`config.mk`:
```
export PLATFORM = sky130hd
export DESIGN_NAME = pwm_gen
export DESIGN_NICKNAME = d
export VERILOG_FILES = /design/src/rtl/pwm_pkg.sv /design/src/rtl/pwm_gen.sv
export SDC_FILE = /design/constraint.sdc
export NUM_CORES = 1
export LEC_CHECK = 0
export CAP_MARGIN = 20
export CORE_MARGIN = 2
export CORE_UTILIZATION = 45
export CTS_BUF_LIST = sky130_fd_sc_hd__clkbuf_4 sky130_fd_sc_hd__clkbuf_8 sky130_fd_sc_hd__clkbuf_16
export CTS_CLUSTER_DIAMETER = 120
export DETAILED_ROUTE_END_ITERATION = 6
export GPL_TIMING_DRIVEN = 0
export PLACE_DENSITY_LB_ADDON = 0.15
export RECOVER_POWER = 100
export SETUP_SLACK_MARGIN = 0.4
export SLEW_MARGIN = 25
export SYNTH_ARGS = -nofsm -noshare
export SYNTH_HDL_FRONTEND = slang
export SYNTH_SLANG_ARGS = --single-unit
```
`constraint.sdc`:
```
create_clock -name clk -period 4.3 [get_ports clk]
set_clock_uncertainty 0.15 [all_clocks]
set_input_delay 0.645 -clock clk [delete_from_list [all_inputs] [get_ports clk]]
set_output_delay 0.645 -clock clk [all_outputs]
set_load 0.01 [all_outputs]
```
`src/rtl/pwm_pkg.sv`:
```
// Shared PWM definitions: control-word bit positions, the default-width
// counter type and the run/idle state of the generator.
package pwm_pkg;

  // Control word bit positions.
  localparam int PWM_CTRL_EN_BIT  = 0;
  localparam int PWM_CTRL_INV_BIT = 1;

  // Default counter width and its matching type, used by register-block
  // code that talks to a default-configured generator.
  localparam int PWM_CNT_W = 16;
  typedef logic [PWM_CNT_W-1:0] pwm_cnt_t;

  // IDLE: enable was low last cycle, so the next enabled cycle starts a
  // fresh period and loads the shadows. RUN: a period is in progress.
  typedef enum logic {
    PWM_IDLE = 1'b0,
    PWM_RUN  = 1'b1
  } pwm_state_e;

endpackage : pwm_pkg

```
`src/rtl/pwm_gen.sv`:
```
// PWM generator with shadowed period/duty, registered waveform, one-cycle
// period-end pulse and an optional sticky interrupt flag.
// Optional feature: define PWM_GEN_IRQ_EN to implement the irq flag;
// without it irq is tied low and irq_clr is ignored.
module pwm_gen
  import pwm_pkg::*;
#(
  parameter int CNT_WIDTH  = 16,
  parameter int CTRL_WIDTH = 32
) (
  input  logic                  clk,
  input  logic                  reset,
  input  logic [CTRL_WIDTH-1:0] ctrl,
  input  logic [CNT_WIDTH-1:0]  period,
  input  logic [CNT_WIDTH-1:0]  duty,
  output logic                  pwm_out,
  output logic                  period_end,
  output logic [CNT_WIDTH-1:0]  count,
  output logic                  irq,
  input  logic                  irq_clr
);

  // Decoded control bits; invert is used live, never shadowed.
  logic en;
  logic inv;

  // Registered state and next-state values.
  pwm_state_e           state_q, state_d;
  logic [CNT_WIDTH-1:0] count_q, count_d;
  logic [CNT_WIDTH-1:0] period_sh_q, period_sh_d;
  logic [CNT_WIDTH-1:0] duty_sh_q, duty_sh_d;
  logic                 pwm_q, pwm_d;
  logic                 pe_q, pe_d;

  // Values the counter and comparator act on this cycle.
  logic                 start;
  logic                 at_term;
  logic                 load;
  logic [CNT_WIDTH-1:0] cur_period;
  logic [CNT_WIDTH-1:0] cur_duty;

  assign en  = ctrl[PWM_CTRL_EN_BIT];
  assign inv = ctrl[PWM_CTRL_INV_BIT];

  // Next-state logic for counter, shadows, waveform and period-end pulse.
  always_comb begin
    // NOTE: every signal written here gets a value on every path (defaults
    // first), otherwise synthesis would infer a latch to hold the old value.
    state_d     = en ? PWM_RUN : PWM_IDLE;
    start       = en && (state_q == PWM_IDLE);

    // In the first enabled cycle the shadows are being loaded at this very
    // edge, so the period starting now must already use the incoming
    // values; otherwise count 0 of a fresh period would be compared
    // against stale shadows.
    cur_period  = start ? period : period_sh_q;
    cur_duty    = start ? duty   : duty_sh_q;

    at_term     = (count_q == cur_period);
    load        = start || (en && at_term);

    period_sh_d = load ? period : period_sh_q;
    duty_sh_d   = load ? duty   : duty_sh_q;

    // Disabled: counter parked at 0 and waveform at the inactive level.
    // A zero period keeps count at 0 because every cycle is terminal.
    count_d     = '0;
    pwm_d       = inv;
    pe_d        = 1'b0;
    if (en) begin
      if (!at_term) begin
        count_d = count_q + 1'b1;
      end
      // count never exceeds cur_period, so duty > period means always
      // active and duty == 0 means never active.
      pwm_d = (count_q < cur_duty) ^ inv;
      pe_d  = at_term;
    end
  end

  // Register update with synchronous reset to an idle, zeroed generator.
  always_ff @(posedge clk) begin
    // NOTE: non-blocking assignments make every register sample the
    // pre-edge values, so the order of these statements cannot matter.
    if (reset) begin
      state_q     <= PWM_IDLE;
      count_q     <= '0;
      period_sh_q <= '0;
      duty_sh_q   <= '0;
      pwm_q       <= 1'b0;
      pe_q        <= 1'b0;
    end else begin
      state_q     <= state_d;
      count_q     <= count_d;
      period_sh_q <= period_sh_d;
      duty_sh_q   <= duty_sh_d;
      pwm_q       <= pwm_d;
      pe_q        <= pe_d;
    end
  end

  assign count      = count_q;
  assign pwm_out    = pwm_q;
  assign period_end = pe_q;

`ifdef PWM_GEN_IRQ_EN
  logic irq_q, irq_d;

  // Sticky flag: a period-end pulse sets it even when irq_clr arrives in
  // the same cycle, so an event is never lost to a coincident read.
  always_comb begin
    irq_d = pe_q | (irq_q & ~irq_clr);
  end

  // Interrupt flag register.
  always_ff @(posedge clk) begin
    if (reset) begin
      irq_q <= 1'b0;
    end else begin
      irq_q <= irq_d;
    end
  end

  assign irq = irq_q;

  // Only the enable and invert bits of the control word are meaningful.
  logic unused_ctrl;
  assign unused_ctrl = ^ctrl;
`else
  assign irq = 1'b0;

  // Without the flag the clear strobe has nothing to act on; only the
  // enable and invert bits of the control word are meaningful.
  logic unused_inputs;
  assign unused_inputs = ^{ctrl, irq_clr};
`endif

endmodule : pwm_gen

```
==> flow_summary_export.csv, run 1 <==
group,metric,value,unit
pwr,internal_power,0.830,mW
pwr,p_sw_share,25.3,%
route,ant_nets,0,
global_route,grtUsageTotal,21.3,%
worst_setup_path,critPathMaxFanout,10,
route,vias,2579,
timing,setup_viol,0,
logic_synthesis,yosysMostFrequentCell,"nand2b_1",
logic_synthesis,postSynthCellCount,343,
pwr,powerDensity,279,nW/µm²
logic_synthesis,yosys.area.top_type,"dfxtp_1",
place,hpwl,6090,µm
worst_setup_path,path_class,"in2reg",
logic_synthesis,synthesis.area,3250,µm²
pwr,power_frac_seq,45.8,%
clock_tree,cts_max_path_buffers,2,
place,portBuffers,53,
timing,worst_pin_slew,0.814,ns
global_route,grt_pass1_vias,2637,
route,drtIter0Drc,110,
cells_and_area,fillers,648,
timing,maxSlewViolCount,0,
global_route,grt_start_max_net_pins,17,
cells_and_area,multi_input_area,2030,µm²
logic_synthesis,synth.avg_cell_area,9.46,µm²
timing,setup_tns,0,ns
logic_synthesis,ys_ff_latch,51,
timing,setup_ws,0.781,ns
min_path,hold_start,"duty_sh_q[10]",
global_route,grt_antenna_before_repair,0,
cells_and_area,syn2layout_area_growth,22.6,%
place,dp_worst_setup_slack,-0.279,ns
clock_tree,postCtsSetupRepairBufs,0,
global_route,grt_pass1_wl,12900,µm
floorplanning,initial_core_util,47.2,%
clock_tree,htreeDepth,2,
cells_and_area,drive_gt1_share,5.94,%
worst_setup_path,critPathLaunch,"period[11]",
logic_synthesis,synth_common_cells,"67 x nand2b_1, 52 x mux2i_1, 51 x dfxtp_1",
logic_synthesis,synthTopCellsByArea,"dfxtp_1 31%, mux2i_1 16%, nand2b_1 13%, ha_1 6.2%, xnor2_1 4.6%",
route,drc,0,
cells_and_area,n_antenna_cell,0,
floorplanning,pin_count,86,
timing,slew_headroom,45.8,%
floorplanning,chipWidth,88.9,µm
route,drt-pass1-iter-count,4,
clock_tree,cts_num_sinks,51,
logic_synthesis,synth_warnings,0,
cells_and_area,finalInstanceArea,3980,µm²
global_route,overflow,0,
timing,rsz0062_at_grt,"no",
cells_and_area,seq_area,1020,µm²
worst_setup_path,required,4.39,ns
timing,min_period_over_period,81.8,%
worst_setup_path,end_kind,"flop",
place,routabilityCongestion,0.854,
logic_synthesis,mappedNetlistNets,426,
pwr,vdd_drop_max,0.190,mV
worst_setup_path,crit_path_start_kind,"input pin",
logic_synthesis,synth-edff-count,0,
worst_setup_path,critical_path_arrival,3.60,ns
timing,hold_violations,0,
cells_and_area,final_nets,486,
logic_synthesis,synth-async-reset-ratio,0,%
pwr,clock_power_share,36.7,%
logic_synthesis,ys_seq_area_share,31.5,%
min_path,hold_path.class,"reg2reg",
worst_setup_path,crit-reg2reg-launch,"count[10]",
route,routed_via_density,5.16,
status,status,"finished, final reports clean",
route,wire_per_inst,15.7,µm
clock_tree,postCtsHoldBufs,0,
logic_synthesis,synth-main-ff-cell,"dfxtp_1",
cells_and_area,postLayoutCoreUtil,57.9,%
logic_synthesis,synth.top_cell.area_share,31.5,%
clock_tree,path_clk_slew,0.10,ns
timing,fmax,284,MHz
floorplanning,dieArea,7910,µm²
pwr,p_sw,0.281,mW
clock_tree,insertion_delay,0.31,ns
route,wirelength,7830,µm
floorplanning,rows,30,
clock_tree,cts-root-buf,"clkbuf_8",
job,cap_violations,0,
pwr,p_leak,1.62,nW
pwr,finalPower,1.11,mW
clock_tree,numCtsBuffers,5,
clock_tree,cts_tree,"built",
timing,fin_crit,3.52,ns
floorplanning,die_h,88.9,µm
floorplanning,core,6870,µm²
pwr,power_frac_comb,17.5,%
logic_synthesis,ys_types,50,
place,place_area,3900,µm²
routing by layer:
metal	global-route usage (%)	vias up	share of wire, %
met1	29.4	1217	49
met2	34.9	54	45
met3	3.32	7	4.3
met4	5.51	0	0.74
met5	0	-	0
li1	-	1301	-
layout make-up:
cell class	count	area share [%]
flip-flops and latches	51	25.7
plain buffers	19	2.45
multi-input cells	260	51.1
repair buffers	53	13.2
clock inverters	3	1.70
clock buffers	5	1.73
well taps	96	3.02
inverters	13	1.23
critical path: stages:
cell,delay (ns)
dlygate4sd3_1,0.58
and3b_1,0.19
a211oi_1,0.22
o32ai_1,0.13
nor4_1,0.39
nand3_2,0.19
a21boi_4,0.29
clkbuf_1,0.65
mux2i_1,0.30
per-stage QoR:
| step | cells | hold slack (ns) |
|---|---|---|
| floorplan | 343 | 0.298 |
| global placement | 492 | 0.308 |
| detailed placement | 492 | 0.315 |
| CTS | 500 | 0.330 |
| global route | 500 | 0.346 |
| finish | 500 | 0.327 |
cell families (layout without fill, tap and decap cells):
group,count (synthesis),count (layout),share of synthesized area (%)
flip-flops,51,51,31.5
XOR/XNOR,23,23,6.21
other,1,1,0.116
buffers and inverters,32,93,5.94
adder cells (fa/ha/maj),16,16,6.17
AND/OR/NAND/NOR,134,134,24.8
AO/OA/AOI/OAI,33,33,8.91
multiplexers,53,53,16.4
path summary, 6_finish.rpt:
kind | to | slack (ns) | cells after the start
min reg2reg | duty_sh_q[10] | 0.33 | 2
max reg2reg | duty_sh_q[4] | 0.98 | 9
min | duty_sh_q[10] | 0.33 | 2
max | duty_sh_q[4] | 0.78 | 9
placed cells by master, fill, tap and decap left out, types with 2 or more instances in the layout:
cell	Yosys	final
ha_1	16	16
nor2b_1	10	10
buf_4	2	3
o2111ai_1	2	2
nand3_1	6	6
inv_1	13	13
nor3_1	4	4
xor2_1	6	6
and3_1	6	6
bufinv_16	0	2
nand4_1	5	5
o21ai_0	3	3
clkbuf_1	10	15
a21oi_1	6	6
a221oi_2	2	2
mux2i_1	52	52
buf_6	2	2
a211oi_1	5	5
dlygate4sd3_1	0	20
clkbuf_8	0	5
nor2_1	21	21
and3b_1	2	2
nand2_1	3	3
xnor2_1	17	17
nand2b_1	67	67
a21o_1	4	4
clkdlybuf4s50_1	0	32
dfxtp_1	51	51
power groups by stage:
stage	Clock (mW)	Combinational, mW	Sequential (mW)
after global placement	0	0.201	0.518
final	0.408	0.194	0.509
after floorplan	0	0.130	0.516
after detailed placement	0	0.203	0.519
after global routing	0.429	0.215	0.511
after CTS	0.414	0.204	0.509
flip-flops by register name, indices dropped and copies added, names as in the netlist:
| name | flops |
|---|---|
| duty_sh_q | 16 |
| count | 16 |
| period_end | 1 |
| state_q | 1 |
| pwm_out | 1 |
| period_sh_q | 16 |
repair_timing:
action | CTS | global route
gates resized for setup | 2 | 1
setup endpoints to repair | 1 | 1
endpoints found under the hold margin | 0 | 0
(Power assumes the default switching activity.)
==> run 2: changes to the inputs <==
clock period = 3.3 ns   (was 4.3 ns; I/O delays follow)
==> run 2 against run 1 <==
  * Clock power shrank 8.1%
  * Routed wire length rose by 6.7%
  * Sequential share of layout area is 1.1 points lower
  * Worst hold slack better by 0.0030 ns
  * Die area did not move
  * Setup slack worse by 0.35 ns
  * Largest power group unchanged
==> flow_summary_export.csv, run 2 (same netlist as run 1, synthesis figures left out) <==
group,metric,value,unit
status,status,"finished, final reports clean",
timing,hold_violations,0,
clock_tree,htreeDepth,2,
timing,fmax,349,MHz
timing,min_period_over_period,86.9,%
route,ant_nets,0,
clock_tree,path_clk_slew,0.10,ns
cells_and_area,instances_no_fill,516,
route,vias,2685,
clock_tree,cts_max_path_buffers,2,
pwr,finalPower,1.34,mW
pwr,vdd_drop_max,0.208,mV
cells_and_area,postLayoutCoreUtil,60.8,%
floorplanning,rows,30,
clock_tree,numCtsBuffers,5,
clock_tree,cts-root-buf,"clkbuf_8",
min_path,hold_path.class,"reg2reg",
worst_setup_path,cpPeakStageDelay,0.50,ns
global_route,grt_pass1_vias,2791,
worst_setup_path,crit_path_end,"period_sh_q[15]",
place,post-place-cells,492,
route,drc,0,
global_route,grt_antenna_before_repair,0,
global_route,grt_start_max_net_pins,16,
pwr,powerDensity,321,nW/µm²
timing,setup_tns,0,ns
floorplanning,dieArea,7910,µm²
clock_tree,postCtsHoldBufs,0,
route,drtIter0Drc,100,
worst_setup_path,critical_path_arrival,2.95,ns
worst_setup_path,end_kind,"flop",
floorplanning,core,6870,µm²
global_route,overflow,0,
cells_and_area,final_common_cell,"nand2b_1",
clock_tree,cts_num_sinks,51,
cells_and_area,finalInstanceArea,4180,µm²
worst_setup_path,crit-reg2reg-launch,"state_q",
route,drt-pass1-iter-count,4,
worst_setup_path,critical_path.cell_chain,"clkdlybuf4s50_1, inv_1, a222oi_1, o2111ai_1, a221oi_1, nand3_2, a21boi_4, clkbuf_1, buf_12, mux2i_1",
place,place_area,3910,µm²
floorplanning,initial_core_util,47.2,%
worst_setup_path,critPathLaunch,"period[9]",
floorplanning,pin_count,86,
timing,worst_pin_slew,0.537,ns
timing,rsz0062_at_grt,"no",
clock_tree,insertion_delay,0.31,ns
cells_and_area,n_antenna_cell,0,
worst_setup_path,required,3.38,ns
timing,setup_viol,0,
place,hpwl,6200,µm
route,wire_per_inst,16.2,µm
cells_and_area,syn2layout_area_growth,28.7,%
timing,fin_crit,2.87,ns
worst_setup_path,rrSetupSlack,0.46,ns
pwr,p_leak,1.73,nW
cells_and_area,final_nets,502,
place,portBuffers,53,
worst_setup_path,rr_worst_depth,12,
global_route,grt_pass1_wl,13700,µm
worst_setup_path,critPathMaxFanout,10,
worst_setup_path,path_class,"in2reg",
clock_tree,cts_tree,"built",
timing,maxSlewViolCount,0,
cells_and_area,mostFrequentLayoutCells,"67 x nand2b_1, 51 x mux2i_1, 50 x dfxtp_1",
cells_and_area,drive_gt1_share,12.1,%
worst_setup_path,crit_path_start_kind,"input pin",
place,routabilityCongestion,0.842,
timing,slew_headroom,64.2,%
route,wirelength,8350,µm
floorplanning,chipWidth,88.9,µm
worst_setup_path,reg2reg_to,"pwm_out",
job,cap_violations,0,
route,routed_via_density,5.20,
floorplanning,die_h,88.9,µm
worst_setup_path,cp_slowest_cell,"clkdlybuf4s50_1",
global_route,grtUsageTotal,22.7,%
run 2: changes by cell type in the layout (fill, tap and decap cells not counted), sizes merged:
cell           change
bufinv             -2
buf               +19
clkdlybuf4s50      +1
clkinv             +1
dlygate4sd3        -1
clkbuf             -2
run 2: worst min path at each step:
stage / from / cells past startpoint / end
5_1_grt: duty_sh_q[10] / 2 / duty_sh_q[10]
4_1_cts: duty_sh_q[1] / 2 / duty_sh_q[1]
6_report: duty_sh_q[1] / 2 / duty_sh_q[1]
3_3_place_gp: duty_sh_q[11] / 2 / duty_sh_q[11]
3_5_place_dp: duty_sh_q[10] / 2 / duty_sh_q[10]
2_1_floorplan: duty_sh_q[0] / 2 / duty_sh_q[0]
run 2: layout make-up:
type	instances	area (µm²)
buffer	19	174
clock buffer	6	76.3
clock inverter	2	12.5
fill	614	2690
inverter	13	48.8
multi-input combinational	260	2060
sequential	51	1020
tap	96	120
timing repair buffer	69	662
run 2: worst max-delay path, delay by kind of cell:
family	cells	cell delay, ns
AO/OA/AOI/OAI	4	1.17
multiplexers	1	0.19
AND/OR/NAND/NOR	1	0.21
buffers and inverters	4	0.88
run 2: per-stage QoR:
| step | setup WS (ns) | hold WS (ns) |
|---|---|---|
| final | 0.431 | 0.330 |
| after global routing | 0.200 | 0.348 |
| after CTS | 0.434 | 0.330 |
| after detailed placement | -0.561 | 0.312 |
| after global placement | -0.550 | 0.307 |
| after floorplan | 0.408 | 0.298 |
run 2: power by group:
group          switching [mW]  internal (mW)
Sequential             0.0187          0.643
Combinational           0.131          0.171
Clock                   0.218          0.157
run 2: repair_timing:
action | in CTS | in global routing
endpoints found under the hold margin | 0 | 0
resized for setup | 11 | 12
pin swaps | 3 | 6
setup buffers | 5 | 10
endpoints found under the setup margin | 32 | 43
gates cloned | 0 | 1
run 2: routing by layer:
metal / wire [µm] / track usage (%) / up-vias
li1: - / - / 1338
met1: 3960 / 30.3 / 1285
met2: 3880 / 38.5 / 53
met3: 420 / 3.88 / 9
met4: 95 / 5.37 / 0
met5: 0 / 0 / -
